<file path="src/rtl/motor_pwm_decoder.sv">
// Receive-side PWM decoder: recovers a signed per-side command from the fwd/rev
// drive pins by counting high cycles over each free-running 2**FRAME_BITS window.
module motor_pwm_decoder #(
  parameter int unsigned FRAME_BITS  = 10,
  parameter int unsigned SYNC_STAGES = 2
) (
  input  logic              clk,
  input  logic              rst,
  input  logic              fwd_lft,
  input  logic              rev_lft,
  input  logic              fwd_rht,
  input  logic              rev_rht,
  output logic [FRAME_BITS:0] lft_meas,
  output logic [FRAME_BITS:0] rht_meas,
  output logic              meas_vld,
  output logic              brk_lft,
  output logic              brk_rht,
  output logic              err_lft,
  output logic              err_rht
);

  localparam int unsigned CNT_W = FRAME_BITS + 1;
  localparam logic [CNT_W-1:0] FULL = CNT_W'(1) << FRAME_BITS;
  localparam logic [CNT_W-1:0] MAXP = FULL - CNT_W'(1);

  typedef enum logic {WARM, RUN} state_t;

  state_t                state;
  logic [FRAME_BITS-1:0] win_cnt;
  logic [3:0]            sync_q [SYNC_STAGES];
  logic [3:0]            s;
  logic                  win_end;

  logic [CNT_W-1:0] f_cnt [2];
  logic [CNT_W-1:0] r_cnt [2];
  logic [CNT_W-1:0] b_cnt [2];
  logic [CNT_W-1:0] f_tot [2];
  logic [CNT_W-1:0] r_tot [2];
  logic [CNT_W-1:0] b_tot [2];
  logic [CNT_W-1:0] meas_q   [2];
  logic [CNT_W-1:0] meas_nxt [2];
  logic [1:0]       brk_q;
  logic [1:0]       brk_nxt;
  logic [1:0]       err_q;
  logic [1:0]       err_nxt;

  // Bit order {rev_rht, fwd_rht, rev_lft, fwd_lft}
  always_ff @(posedge clk or posedge rst) begin
    if (rst) begin
      for (int unsigned k = 0; k < SYNC_STAGES; k++) sync_q[k] <= '0;
    end else begin
      sync_q[0] <= {rev_rht, fwd_rht, rev_lft, fwd_lft};
      for (int unsigned k = 1; k < SYNC_STAGES; k++) sync_q[k] <= sync_q[k-1];
    end
  end

  assign s       = sync_q[SYNC_STAGES-1];
  assign win_end = (win_cnt == '1);

  // Priority classification of one side's completed window
  function automatic void classify(
    input  logic [CNT_W-1:0] f,
    input  logic [CNT_W-1:0] r,
    input  logic [CNT_W-1:0] b,
    input  logic [CNT_W-1:0] m_old,
    input  logic             brk_old,
    output logic [CNT_W-1:0] m,
    output logic             brk,
    output logic             err
  );
    m   = m_old;
    brk = brk_old;
    err = 1'b0;
    if (b == FULL) begin
      m   = '0;
      brk = 1'b1;
    end else if (f == '0 && r == '0) begin
      m   = '0;
      brk = 1'b0;
    end else if (r == '0) begin
      m   = (f == FULL) ? MAXP : f;
      brk = 1'b0;
    end else if (f == '0) begin
      m   = ~r + CNT_W'(1);
      brk = 1'b0;
    end else begin
      err = 1'b1;
    end
  endfunction

  // Totals include the current sample so the window-end cycle is counted
  always_comb begin
    f_tot[0] = f_cnt[0] + CNT_W'(s[0]);
    r_tot[0] = r_cnt[0] + CNT_W'(s[1]);
    b_tot[0] = b_cnt[0] + CNT_W'(s[0] & s[1]);
    f_tot[1] = f_cnt[1] + CNT_W'(s[2]);
    r_tot[1] = r_cnt[1] + CNT_W'(s[3]);
    b_tot[1] = b_cnt[1] + CNT_W'(s[2] & s[3]);
    meas_nxt[0] = '0;
    meas_nxt[1] = '0;
    brk_nxt     = '0;
    err_nxt     = '0;
    classify(f_tot[0], r_tot[0], b_tot[0], meas_q[0], brk_q[0],
             meas_nxt[0], brk_nxt[0], err_nxt[0]);
    classify(f_tot[1], r_tot[1], b_tot[1], meas_q[1], brk_q[1],
             meas_nxt[1], brk_nxt[1], err_nxt[1]);
  end

  always_ff @(posedge clk or posedge rst) begin
    if (rst) begin
      state    <= WARM;
      win_cnt  <= '0;
      meas_vld <= 1'b0;
      brk_q    <= '0;
      err_q    <= '0;
      for (int i = 0; i < 2; i++) begin
        f_cnt[i]  <= '0;
        r_cnt[i]  <= '0;
        b_cnt[i]  <= '0;
        meas_q[i] <= '0;
      end
    end else begin
      win_cnt  <= win_cnt + FRAME_BITS'(1);
      meas_vld <= 1'b0;
      err_q    <= '0;
      for (int i = 0; i < 2; i++) begin
        f_cnt[i] <= win_end ? '0 : f_tot[i];
        r_cnt[i] <= win_end ? '0 : r_tot[i];
        b_cnt[i] <= win_end ? '0 : b_tot[i];
      end
      if (win_end) begin
        if (state == WARM) begin
          // First window holds synchronizer fill; discard it
          state <= RUN;
        end else begin
          meas_vld  <= 1'b1;
          meas_q[0] <= meas_nxt[0];
          meas_q[1] <= meas_nxt[1];
          brk_q     <= brk_nxt;
          err_q     <= err_nxt;
        end
      end
    end
  end

  assign lft_meas = meas_q[0];
  assign rht_meas = meas_q[1];
  assign brk_lft  = brk_q[0];
  assign brk_rht  = brk_q[1];
  assign err_lft  = err_q[0];
  assign err_rht  = err_q[1];

endmodule
</file>
<file path="config.mk">
export PLATFORM = sky130hd
export DESIGN_NAME = motor_pwm_decoder
export DESIGN_NICKNAME = d
export VERILOG_FILES = /design/src/rtl/motor_pwm_decoder.sv
export SDC_FILE = /design/constraint.sdc
export NUM_CORES = 1
export LEC_CHECK = 0
export ABC_CLOCK_PERIOD_IN_PS = 4000
export BUFFER_PORTS_ARGS = -buffer_cell sky130_fd_sc_hd__buf_2
export CAP_MARGIN = 25
export CORE_ASPECT_RATIO = 1.4
export CORE_MARGIN = 2
export CORE_UTILIZATION = 43
export CTS_CLUSTER_DIAMETER = 60
export CTS_CLUSTER_SIZE = 20
export DETAILED_ROUTE_END_ITERATION = 6
export GPL_TIMING_DRIVEN = 0
export PLACE_DENSITY_LB_ADDON = 0.25
export SYNTH_ARGS = -nofsm -noshare
export SYNTH_HDL_FRONTEND = slang
export SYNTH_SLANG_ARGS = --single-unit
</file>
<file path="constraint.sdc">
create_clock -name clk -period 4 [get_ports clk]
set_clock_uncertainty 0.1 [all_clocks]
set_input_delay 0.6 -clock clk [delete_from_list [all_inputs] [get_ports clk]]
set_output_delay 0.6 -clock clk [all_outputs]
set_load 0.1 [all_outputs]
</file>
# Yosys cells after proc, flatten, opt, wreduce, memory -nomap -nowiden
# Cells that the tools add are included.
dict set report classes {
  reduce_logical 10
  mux 36
  addsub 9
  n_bitwise 4
  eq_ne 5
}
# operator count
set ops {}
lappend ops {{2-to-1 mux 11 bit} 16}
lappend ops {{adder 11 x 1 -> 11 bit} 6}
lappend ops {{== test 11 bit (second input constant)} 4}
lappend ops {{logical NOT 11 bit} 4}
lappend ops {{adder 11 x 1 -> 11 bit (second input constant)} 2}
lappend ops {{inverter 11 bit} 2}
lappend ops {{2-to-1 mux 1 bit} 18}
lappend ops {{adder 10 x 1 -> 10 bit (second input constant)} 1}
lappend ops {{== test 10 bit (second input constant)} 1}
lappend ops {{nonzero test 4 bit} 2}
lappend ops {{AND reduction 3 bit} 2}
lappend ops {{2-to-1 mux 2 bit} 2}
lappend ops {{AND 1 bit} 2}
lappend ops {{logical AND 1 bit} 2}
dict set report word_totals {
  ff_bits 112
  wordCells 80
  in_bits 6
  out_inout_bits 27
}

# Logic depth before layout (Yosys ltp)
dict set report logic_depth {
  depth_word 8
  depth_mapped 12
  mapped_depth_nobuf 11
}

# Worst setup path before layout
# OpenSTA, ideal clock, no wires.
dict set report synth_timing {
  path_kind {register to register}
  startpoint {register sync_q (netlist bit s[3])}
  endpoint {register meas_q (netlist bit rht_meas[10])}
  synth_period_minus_slack_ns 3.130
  stages_incl_launch_ff 12
  required_ns 3.767
  setup_ns 0.133
  path_slack_ns 0.870
  n_path_buf 1
  arrival_ns 2.897
  cell_sequence {dfrtp_1 > and2_1 > ha_1 > ha_1 > and3_1 > and3_1 > or4b_2 > a221oi_2 > o311ai_0 > clkbuf_1 > nand2_1 > o31ai_1}
}
dict set report synth_via {
  elab_chain_len 7
  word_cells_on_any_way 14
  cone_classes {add/sub: 3; eq/ne: 1; mux: 4; bitwise: 2; reduce/logical: 4}
}
# element line
set synth_rtl {}
lappend synth_rtl {{start: declaration} 30} ;# logic [3:0] sync_q [SYNC_STAGES];
lappend synth_rtl {{adder 11 x 1 -> 11 bit} 97} ;# r_tot[1] = r_cnt[1] + CNT_W'(s[3]);
lappend synth_rtl {{inverter 11 bit} 84} ;# m = ~r + CNT_W'(1);
lappend synth_rtl {{adder 11 x 1 -> 11 bit} 84}
lappend synth_rtl {{2-to-1 mux 11 bit} 83} ;# end else if (f == '0) begin
lappend synth_rtl {{2-to-1 mux 11 bit} 80} ;# end else if (r == '0) begin
lappend synth_rtl {{2-to-1 mux 11 bit} 77} ;# end else if (f == '0 && r == '0) begin
lappend synth_rtl {{2-to-1 mux 11 bit} 74} ;# if (b == FULL) begin
lappend synth_rtl {{end: declaration} 40} ;# logic [CNT_W-1:0] meas_q [2];
# Several ways; a longest one is shown, not always the timed one. The select of a mux whose other input is x is not followed.
# A chain may end at the register's enable or synchronous reset.

# Final worst setup path
dict set report layout_timing {
  startpoint {register sync_q (netlist bit s[2])}
  endpoint {register meas_q (netlist bit rht_meas[10])}
}
dict set report layout_via {
  elab_chain_len 6
  word_cells_on_any_way 13
  cone_classes {add/sub: 2; eq/ne: 2; mux: 4; bitwise: 1; reduce/logical: 4}
}
# element line
set layout_rtl {}
lappend layout_rtl {{adder 11 x 1 -> 11 bit} 96} ;# f_tot[1] = f_cnt[1] + CNT_W'(s[2]);
lappend layout_rtl {{== test 11 bit} 81} ;# m = (f == FULL) ? MAXP : f;
lappend layout_rtl {{2-to-1 mux 11 bit} 81}
lappend layout_rtl {{2-to-1 mux 11 bit} 80}
lappend layout_rtl {{2-to-1 mux 11 bit} 77}
lappend layout_rtl {{2-to-1 mux 11 bit} 74}
# Several ways; a longest one is shown, not always the timed one.

==> summary.md <==
| Metric | Value |
|---|---|
| Status | complete, no violations |
| Number of routed nets with antenna violations | 0 |
| Power density cells | 555 mW/mm^2 |
| Height of the die | 142 um |
| Yosys synthesis warning count | 0 |
| Clock root cell | clkbuf_16 |
| Series of cell instances along the critical path | and2_1, ha_1, ha_1, and3_1, and3_1, or4b_2, a221oi_2, o311ai_0, clkbuf_1, nand2_1, o31ai_1 |
| Maximum number of pins on one net before global-route repair | 59 |
| Cell with the largest stage delay on the worst path | or4b_2 |
| Depth of the worst register-to-register path | 11 |
| Count of cell types in the netlist | 56 |
| Clock H-tree levels | 3 |
| Hold crit path type | register to register |
| Classification of the worst setup path | register to register |
| Final estimated routing congestion in global placement | 0.852 |
| Aggregate routed wire length | 12.6 mm |
| Largest vdd supply drop | 241 uV |
| Area share of the largest cell type after synthesis | 47.8% |
| Via count of the first global-routing pass | 4464 |
| Top post-synthesis cells by area | dfrtp_1 48%, xnor2_1 7.2%, nor2_1 4.5% |
| Die Width | 103 um |
| Antenna fix cells | 0 |
| Proportion of synthesized chip area in sequential cells | 47.8% |
| CTS tree | built |
| Vias post-DR | 4507 |
| Fraction of final layout cells sized beyond drive strength 1 | 11.0% |
| Slowest stage delay, CP | 630 ps |
| Number of search-and-repair iterations in the first detailed-routing pass | 6 |
| Std-Cell Core Area | 0.0133 mm^2 |
| Netlist area before placement | 0.00587 mm^2 |
| Startpoint type of the worst setup path | register |
| Count of buffers inserted at the top-level ports | 32 |
| Finish-stage setup viols | 0 |
| Multi-input gate area | 0.00290 mm^2 |
| Flip-flop and latch area | 0.00280 mm^2 |
| Unrepaired setup endpoints after global routing | false |
| Drt initial violations | 191 |
| Max-slew headroom at the worst pin | 49.3% |
| CP Data Required Time | 4110 ps |
| Final period utilization | 93.2% |
| Dpl cells | 809 |
| Final standard cell count with taps included and fillers excluded | 825 |
| Maximum clock insertion buffer count | 2 |
| Pins over their slew limit | 0 |
| Number of core rows | 50 |
| Avg Synthesized Cell Area | 9.87 um^2 |
| Final hold slack | 240 ps |
| Residual DRC | 0 |
| Die area | 0.0146 mm^2 |
| Initial antenna violation count | 0 |
| Clk sinks | 112 |
| Number of buffers inserted by hold repair at cts | 0 |
| Biggest area consumer among synthesized cells | dfrtp_1 |
| Number of enable flip-flop cells after synthesis | 0 |
| Post-synth top cells | 112 x dfrtp_1, 71 x nor2_1, 48 x xnor2_1 |
| Cell count after synthesis | 594 |
| Most repeated cell in the gate-level netlist after synthesis | dfrtp_1 |
| # Post-CTS Setup Buffers | 0 |
| Main synth FF type | dfrtp_1 |
| Vias per Instance | 5.46 |
| Number of hold violations in the final report | 0 |
| Clock latency on the worst-skew pair | 350 ps |
| Final net count | 660 |
| Endpoint arrival time on the critical path | 3840 ps |
| Share of the core filled with cells | 49.4% |
| Top-Level Pins | 33 |
| Average wire per standard cell | 15.2 um |
| Number of violations of the max-capacitance limit | 0 |
| Area growth from synthesis to final layout | 12.1% |
| Share of flip-flops with an asynchronous set or reset | 100% |
| Number of cells on the worst hold path | 0 |
| Starting density of the core | 44.0% |
| Wire length of the first global-routing pass | 21.4 mm |
| Global router's overall resource usage | 18.5% |
| Static leakage | 0.00297 uW |
| CTS buffer count | 9 |
| Clk pin slew, worst setup/hold paths | 70 ps |
| Shortest period the worst path allows | 3730 ps |
| Total nets after synthesis | 616 |
| Number of fillers in the final layout | 1259 |
| Synth Register Bits | 112 |
| Total congestion overflow after global routing | 0 |
| Transition time at the pin with the least slew margin | 751 ps |
| Top fanout value on the critical path | 10 |
| Maximum operating frequency | 268 MHz |
| Count of instances resized after the clock tree is built | 0 |
| Setup crit end kind | register |
| Half-perimeter wire length after detailed placement | 9.38 mm |
-- where the power goes --
| part | total [uW] | switching (uW) | internal [uW] |
|---|---|---|---|
| logic | 1230 | 708 | 517 |
| clock network | 895 | 389 | 506 |
| registers | 1530 | 204 | 1320 |
| total | 3650 | 1300 | 2350 |
-- flip-flops by register name, summed over array words and instances (netlist names) --
name      count
b_cnt        22
lft_meas     11
brk_q         2
s             4
meas_vld      1
rht_meas     11
sync_q        4
f_cnt        22
r_cnt        22
state         1
win_cnt      10
err_q         2
-- routing by layer --
| metal | global-route usage [%] | part of all wire [%] | vias to the layer above |
|---|---|---|---|
| met5 | 0 | 0 | - |
| met4 | 6.88 | 1.9 | 0 |
| met3 | 2.01 | 2.4 | 16 |
| met2 | 32.9 | 52 | 73 |
| met1 | 22.9 | 43 | 2214 |
| li1 | - | - | 2204 |
-- kinds of logic (layout without fill, tap and decap cells) --
family,after synthesis,in the layout,synth area share [%]
and+or+nand+nor,250,250,22.5
adders and majority gates,16,16,3.41
buffers and inverters,41,90,2.77
DFF,112,112,47.8
xor gates and xnor gates,75,75,11.3
AOI/OAI and AO/OA,98,98,11.9
muxes,2,2,0.363
-- cells in the final DEF, fill, tap and decap left out, types with 3 or more instances in the layout --
master and instances:
inv_1 20, o21ai_0 14, nor2b_1 12, nand2_1 36, dfrtp_1 112, o21a_1 3
a22o_1 10, a31o_2 4, a21boi_0 3, o21ai_1 12, or4_1 5, and3_1 11
a211oi_1 3, o31ai_1 6, a21oi_1 7, buf_2 39, and4_1 4, xor2_1 26
o211ai_1 5, a22oi_1 9, nor3_1 14, buf_1 3, and2_1 14, and3b_1 3
xnor2_1 48, or3_1 12, or2_2 4, clkbuf_16 9, nor2_1 71, o22ai_1 6
nor4_1 7, a31oi_1 3, nand3_1 31, ha_1 16, nand4_1 17, clkbuf_1 14
-- layout make-up --
cell class                      instances  area share, %
Buffer                                 20           1.27
Tap cell                              182           3.46
Sequential cell                       112           42.6
Inverter                               21           1.24
Timing Repair Buffer                   33           2.85
Multi-Input combinational cell        441           44.1
Clock inverter                          2          0.590
Clock buffer                           14           3.86
-- path summary, 6_finish.rpt --
check                      slack [ps]       from            to
max                               270       s[2]  rht_meas[10]
min                               240  sync_q[6]          s[2]
max reg2reg                       270       s[2]  rht_meas[10]
min reg2reg                       240  sync_q[6]          s[2]
max in group asynchronous        2820        rst   rht_meas[8]
min in group asynchronous         260        rst    win_cnt[1]
-- stage by stage --
| step | worst slack, ps | instance area [um^2] | power (uW) | TNS, ps |
|---|---|---|---|---|
| after floorplan | 341 | 5870 | 2470 | 0 |
| after global routing | 49.2 | 6580 | 3890 | 0 |
| after global placement | -975 | 6250 | 2730 | -108550 |
| after CTS | 267 | 6580 | 3670 | 0 |
| final | 273 | 6580 | 3650 | 0 |
| after detailed placement | 298 | 6280 | 2760 | 0 |
-- worst max-delay path: cells and delay by family (launching register included) --
| kind | cells | cell delay (ps) |
|---|---|---|
| DFF | 1 | 420 |
| adders and majority gates | 2 | 440 |
| and+or+nand+nor | 5 | 1400 |
| AOI/OAI and AO/OA | 3 | 940 |
| buffers and inverters | 1 | 290 |
(Power assumes the default switching activity.)
